[src/rtl/errmon_pkg.sv]
// Shared types, constants and the saturating-add helper for the locked-adder error monitor.
package errmon_pkg;

    typedef logic [1:0] errmon_state_e;

    localparam errmon_state_e IDLE   = 2'd0;
    localparam errmon_state_e RUN    = 2'd1;
    localparam errmon_state_e FLUSH  = 2'd2;
    localparam errmon_state_e REPORT = 2'd3;

    localparam int unsigned FLUSH_CYCLES = 2;

    // Add inc to acc and clamp at the all-ones value of a w-bit counter (w <= 63).
    function automatic logic [63:0] sat_add(input logic [63:0] acc, input logic [63:0] inc,
                                            input int unsigned w);
        logic [64:0] sum;
        logic [64:0] lim;
        lim = (65'd1 << w) - 65'd1;
        sum = {1'b0, acc} + {1'b0, inc};
        if (sum > lim) begin
            sum = lim;
        end
        return sum[63:0];
    endfunction

endpackage

[src/rtl/errmon_popcount.sv]
// Combinational population count of an N-bit vector.
module errmon_popcount #(
    parameter int unsigned N = 17
) (
    input  logic [N-1:0]             vec,
    output logic [$clog2(N+1)-1:0]   count
);

    localparam int unsigned CW = $clog2(N + 1);

    always_comb begin
        count = '0;
        for (int i = 0; i < N; i++) begin
            count = count + CW'(vec[i]);
        end
    end

endmodule

[src/rtl/locked_adder_error_monitor.sv]
// Scores a key-locked adder against the golden sum and reports per-trial error statistics.
// Optional max |error| tracking is enabled with macro ERRMON_MAX_ABS_ERR_EN.
module locked_adder_error_monitor
    import errmon_pkg::*;
#(
    parameter int unsigned WIDTH = 16,
    parameter int unsigned KEY_W = 32,
    parameter int unsigned CNT_W = 16,
    parameter int unsigned HD_W  = CNT_W + 5
) (
    input  logic             clk,
    input  logic             rst_n,
    input  logic             start_i,
    input  logic [KEY_W-1:0] key_i,
    input  logic             in_valid_i,
    output logic             in_ready_o,
    input  logic [WIDTH-1:0] add1_i,
    input  logic [WIDTH-1:0] add2_i,
    input  logic [WIDTH:0]   result_i,
    input  logic             last_i,
    output logic             rpt_valid_o,
    input  logic             rpt_ready_i,
    output logic [KEY_W-1:0] rpt_key_o,
    output logic [CNT_W-1:0] rpt_vec_cnt_o,
    output logic [CNT_W-1:0] rpt_err_cnt_o,
    output logic [HD_W-1:0]  rpt_hd_sum_o,
    output logic [WIDTH:0]   rpt_max_err_o,
    output logic             busy_o
);

    localparam int unsigned RW  = WIDTH + 1;
    localparam int unsigned PCW = $clog2(RW + 1);
    localparam int unsigned FCW = (FLUSH_CYCLES > 1) ? $clog2(FLUSH_CYCLES) : 1;

    errmon_state_e  state, next_state;
    logic [FCW-1:0] flush_cnt, flush_cnt_nxt;
    logic           load_rpt_c;
    logic           accept_c;
    logic           start_acc_c;

    logic             s1_valid;
    logic [WIDTH-1:0] s1_a, s1_b;
    logic [RW-1:0]    s1_res;
    logic [RW-1:0]    golden_c, diff_c;
    logic [PCW-1:0]   pc_c;
    logic             s2_valid, s2_err;
    logic [PCW-1:0]   s2_hd;

    logic [KEY_W-1:0] key_q;
    logic [CNT_W-1:0] vec_cnt, err_cnt;
    logic [HD_W-1:0]  hd_sum;

    assign accept_c    = in_valid_i && in_ready_o;
    assign start_acc_c = start_i && (state == IDLE);

    always_ff @(posedge clk or negedge rst_n) begin
        if (!rst_n) begin
            state     <= IDLE;
            flush_cnt <= '0;
        end else begin
            state     <= next_state;
            flush_cnt <= flush_cnt_nxt;
        end
    end

    // Next state; the report is loaded once on the first REPORT cycle and then held.
    always_comb begin
        next_state    = state;
        flush_cnt_nxt = flush_cnt;
        load_rpt_c    = 1'b0;
        case (state)
            IDLE: begin
                if (start_i) next_state = RUN;
            end
            RUN: begin
                if (accept_c && last_i) begin
                    next_state    = FLUSH;
                    flush_cnt_nxt = '0;
                end
            end
            FLUSH: begin
                if (flush_cnt == FCW'(FLUSH_CYCLES - 1)) next_state = REPORT;
                else flush_cnt_nxt = flush_cnt + FCW'(1);
            end
            REPORT: begin
                if (!rpt_valid_o) load_rpt_c = 1'b1;
                else if (rpt_ready_i) next_state = IDLE;
            end
            default: next_state = IDLE;
        endcase
    end

    always_ff @(posedge clk or negedge rst_n) begin
        if (!rst_n) begin
            in_ready_o  <= 1'b0;
            busy_o      <= 1'b0;
            rpt_valid_o <= 1'b0;
        end else begin
            in_ready_o <= (next_state == RUN);
            busy_o     <= (next_state != IDLE);
            if (load_rpt_c) rpt_valid_o <= 1'b1;
            else if (rpt_valid_o && rpt_ready_i) rpt_valid_o <= 1'b0;
        end
    end

    // Stage 1: capture the accepted triple.
    always_ff @(posedge clk or negedge rst_n) begin
        if (!rst_n) begin
            s1_valid <= 1'b0;
            s1_a     <= '0;
            s1_b     <= '0;
            s1_res   <= '0;
        end else begin
            s1_valid <= accept_c;
            if (accept_c) begin
                s1_a   <= add1_i;
                s1_b   <= add2_i;
                s1_res <= result_i;
            end
        end
    end

    assign golden_c = {1'b0, s1_a} + {1'b0, s1_b};
    assign diff_c   = golden_c ^ s1_res;

    errmon_popcount #(.N(RW)) u_popcount (
        .vec   (diff_c),
        .count (pc_c)
    );

    // Stage 2: per-triple error flag and Hamming distance.
    always_ff @(posedge clk or negedge rst_n) begin
        if (!rst_n) begin
            s2_valid <= 1'b0;
            s2_err   <= 1'b0;
            s2_hd    <= '0;
        end else begin
            s2_valid <= s1_valid;
            s2_err   <= |diff_c;
            s2_hd    <= pc_c;
        end
    end

    // Trial accumulators; vectors are counted at acceptance, errors after stage 2.
    always_ff @(posedge clk or negedge rst_n) begin
        if (!rst_n) begin
            key_q   <= '0;
            vec_cnt <= '0;
            err_cnt <= '0;
            hd_sum  <= '0;
        end else if (start_acc_c) begin
            key_q   <= key_i;
            vec_cnt <= '0;
            err_cnt <= '0;
            hd_sum  <= '0;
        end else begin
            if (accept_c) vec_cnt <= CNT_W'(sat_add(64'(vec_cnt), 64'd1, CNT_W));
            if (s2_valid) begin
                err_cnt <= CNT_W'(sat_add(64'(err_cnt), 64'(s2_err), CNT_W));
                hd_sum  <= HD_W'(sat_add(64'(hd_sum), 64'(s2_hd), HD_W));
            end
        end
    end

    always_ff @(posedge clk or negedge rst_n) begin
        if (!rst_n) begin
            rpt_key_o     <= '0;
            rpt_vec_cnt_o <= '0;
            rpt_err_cnt_o <= '0;
            rpt_hd_sum_o  <= '0;
        end else if (load_rpt_c) begin
            rpt_key_o     <= key_q;
            rpt_vec_cnt_o <= vec_cnt;
            rpt_err_cnt_o <= err_cnt;
            rpt_hd_sum_o  <= hd_sum;
        end
    end

`ifdef ERRMON_MAX_ABS_ERR_EN
    logic [RW:0]   sdiff_c;
    logic [RW-1:0] abs_c;
    logic [RW-1:0] s2_abs;
    logic [RW-1:0] max_err;

    assign sdiff_c = {1'b0, golden_c} - {1'b0, s1_res};
    assign abs_c   = sdiff_c[RW] ? RW'(-sdiff_c) : RW'(sdiff_c);

    always_ff @(posedge clk or negedge rst_n) begin
        if (!rst_n) begin
            s2_abs        <= '0;
            max_err       <= '0;
            rpt_max_err_o <= '0;
        end else begin
            s2_abs <= abs_c;
            if (start_acc_c) max_err <= '0;
            else if (s2_valid && (s2_abs > max_err)) max_err <= s2_abs;
            if (load_rpt_c) rpt_max_err_o <= max_err;
        end
    end
`else
    assign rpt_max_err_o = '0;
`endif

endmodule

[config.mk]
export PLATFORM = sky130hd
export DESIGN_NAME = locked_adder_error_monitor
export DESIGN_NICKNAME = d
export VERILOG_FILES = /design/src/rtl/errmon_pkg.sv /design/src/rtl/errmon_popcount.sv /design/src/rtl/locked_adder_error_monitor.sv
export SDC_FILE = /design/constraint.sdc
export NUM_CORES = 1
export LEC_CHECK = 0
export CORE_MARGIN = 2
export CORE_UTILIZATION = 51
export CTS_BUF_LIST = sky130_fd_sc_hd__clkbuf_4 sky130_fd_sc_hd__clkbuf_8 sky130_fd_sc_hd__clkbuf_16
export CTS_CLUSTER_SIZE = 20
export DETAILED_ROUTE_END_ITERATION = 8
export PLACE_DENSITY = 0.77
export SETUP_SLACK_MARGIN = 0.3
export SLEW_MARGIN = 10
export SYNTH_ARGS = -nofsm -noshare
export SYNTH_HDL_FRONTEND = slang
export SYNTH_HIERARCHICAL = 1
export SYNTH_SLANG_ARGS = --single-unit
[constraint.sdc]
create_clock -name clk -period 6.97 [get_ports clk]
set_input_delay 1.7425 -clock clk [delete_from_list [all_inputs] [get_ports clk]]
set_output_delay 1.7425 -clock clk [all_outputs]
set_load 0.03 [all_outputs]
==> results.toml <==
[logic_synthesis]
ys_warn_count = 6
synth-main-ff-cell = "dfrtp_1"
ys_seq_area_share_pct = 52.8
synth-seq-cells = 233
synth_top_cell_by_area = "dfrtp_1"
ys_top_cells_by_area = "dfrtp_1 (53%), nand2_1 (9.1%), mux2_2 (8.0%)"
synthArstFlopShare_pct = 100
yosys-top-cells-count = "nand2_1 (268), dfrtp_1 (233), mux2_2 (78), nor2_1 (48), o21ai_0 (46)"
yosysTopAreaCellShare_pct = 52.8
syn_inst = 1083
synth.distinct_cells = 62
synth_edf_count = 0
synth_area_per_cell_um2 = 10.2
syn-cell-area_um2 = 11000
synth_most_common_cell = "nand2_1"

[clocking]
clk_path_buf_depth = 3
cts-root-buf = "clkbuf_16"
cts_setup_buffers = 0
ctsResizeCount = 0
clk-insertion-delay-late_ns = 0.52
cts_made_buffers = 25
clkTransAtPathRegs_ns = 0.06
clock-sinks = 233
htreeDepth = 1
cts_hold_buffers = 0
cts_tree = "yes"

[run_status]
outcome = "complete, no violations"

[critical_path]
cp.arrival_ns = 5.68
critPathMaxFanout = 3
regToRegStartpoint = "s1_a[1]"
reg2reg_depth = 17
critPathKind = "flop to flop"
reg2reg_slack_ns = 1.74
worstPathRequired_ns = 7.42
worstSetupEndpointType = "flop"
cp-start-kind = "flop"
rr_endpoint = "s2_hd[4]"

[routing]
drtAntennaViolNets = 0
detail_route.wl_per_cell_um = 15.5
vias_per_cell = 5.36
wl_mm = 23.8
dr.first_iter.drc_count = 597
drc = 0
dr.pass1.iters = 5
vias = 8221

[floorplan]
rows = 53
dieWidth_um = 151
die_area_um2 = 22800
io-pin-count = 192
initial_core_util_pct = 52.2
core_um2 = 21200
chipHeight_um = 151

[grt]
gr-total-overflow = 0
antenna_found_initial = 0
grt_pass1_wl_mm = 39.4
grt_pass1_vias = 8224
grt_max_degree = 116
grtUsageTotal_pct = 21.1

[hold_path]
whs_path_depth = 0
holdPathEnd = "s2_valid"
holdCritPathClass = "flop to flop"
min_from = "s1_valid"

[sta]
slew_headroom_pct = 24.1
fmax_ghz = 0.191
layout_min_cycle_time_ns = 5.23
finalSetupViolations = 0
final-hold-violation-count = 0
tightest_slew_ns = 1.14
maxSlewViolCount = 0
finalCritPeriodShare_pct = 75.1
skew_ns = 0.0119
setup_tns_ns = 0
rsz0062_at_grt = "no"

[cells_and_area]
area_delta_synth_final_pct = 24.8
fin_nets = 1369
drive_gt1_share_pct = 11.5
num_antenna_cells = 0

[run]
drv_cap = 0

[place]
place_hpwl_mm = 16.4
numPortBuffers = 174
globalplace.congestion = 0.850
==> critical path: stages (launching register included) <==
cell,delay (ns)
dfrtp_1,0.38
ha_1,0.31
a21oi_2,0.19
o2111ai_1,0.16
a21oi_1,0.35
o31ai_2,0.14
a41o_1,0.25
a21oi_1,0.20
xnor2_1,0.18
fa_1,0.47
fa_1,0.49
inv_1,0.05
fa_1,0.50
fa_1,0.43
fa_1,0.41
fa_1,0.44
nor2b_1,0.13
o21a_1,0.11
==> cell usage in the layout (no fill, tap or decap), types with 3 or more instances in the layout <==
| cell | count |
|---|---|
| clkbuf_8 | 7 |
| a41oi_1 | 5 |
| clkinv_2 | 8 |
| and4_1 | 7 |
| a31oi_1 | 17 |
| a21oi_1 | 34 |
| nor2_1 | 47 |
| mux2i_1 | 4 |
| a311oi_1 | 7 |
| dfrtp_1 | 233 |
| nor2b_1 | 4 |
| o21ai_0 | 46 |
| and3_1 | 18 |
| nor4_1 | 3 |
| nor3_1 | 19 |
| ha_1 | 29 |
| conb_1 | 17 |
| a21o_1 | 4 |
| or3_1 | 3 |
| nand2b_1 | 8 |
| clkdlybuf4s50_1 | 173 |
| buf_4 | 4 |
| xnor2_1 | 25 |
| nand4_1 | 6 |
| o21a_1 | 5 |
| o211ai_1 | 3 |
| nand3_1 | 29 |
| xor2_1 | 13 |
| fa_1 | 13 |
| a211oi_1 | 10 |
| mux2_2 | 78 |
| clkbuf_16 | 25 |
| inv_1 | 41 |
| nand2_1 | 267 |
==> kinds of logic after synthesis <==
kind of cell	count (synthesis)	synth area share, %
AO/OA/AOI/OAI	150	8.66
XOR/XNOR	38	3.01
adder cells (fa/ha/maj)	42	5.64
buffers and inverters	106	4.29
flip-flops	233	52.8
multiplexers	82	8.32
other	1	0.0340
AND/OR/NAND/NOR	431	17.2
==> per-layer routing <==
metal	wire length [um]	up-vias	track usage, %
met5	0	-	0
li1	-	3968	-
met3	1320	42	2.65
met4	500	0	5.75
met1	10400	3975	28.5
met2	11600	236	36.3
==> state kept, by name (all words and copies together) (netlist names), 2 cells and up <==
name,count
state,2
s1_res,17
s2_hd,5
rpt_vec_cnt_o,16
hd_sum,21
rpt_key_o,32
rpt_err_cnt_o,16
key_q,32
err_cnt,16
s1_b,16
s1_a,16
rpt_hd_sum_o,21
vec_cnt,16
==> final cells by class <==
| cell class | count | area, um2 |
|---|---|---|
| fillers | 1654 | 7370 |
| clock inverters | 12 | 116 |
| inverters | 42 | 158 |
| well taps | 275 | 344 |
| flip-flops and latches | 233 | 5830 |
| clock buffers | 34 | 737 |
| multi-input cells | 760 | 4820 |
| repair buffers | 178 | 1780 |
==> worst max-delay path by stage <==
stage | start | endpoint | cells after the start
after floorplan | s1_a[1] | s2_hd[4] | 17
after global placement | s1_a[1] | s2_hd[4] | 17
after detailed placement | s1_a[1] | s2_hd[4] | 17
after global routing | s1_a[3] | s2_hd[4] | 17
after CTS | s1_a[1] | s2_hd[4] | 17
final | s1_a[1] | s2_hd[4] | 17
==> stage by stage <==
stage	std cells	cell area (um2)	hold slack, ns	setup slack [ns]	util (%)
4_1_cts	1534	13800	0.342	1.74	65.2
3_3_place_gp	1488	12900	0.335	1.89	61.1
6_report	1534	13800	0.337	1.74	65.2
5_1_grt	1534	13800	0.343	1.43	65.2
2_1_floorplan	1099	11100	0.331	2.13	-
3_5_place_dp	1488	12900	0.336	1.77	61.1
Power is not shown: default switching activity piles up to over one toggle a cycle in this logic, so the estimate is an artifact.
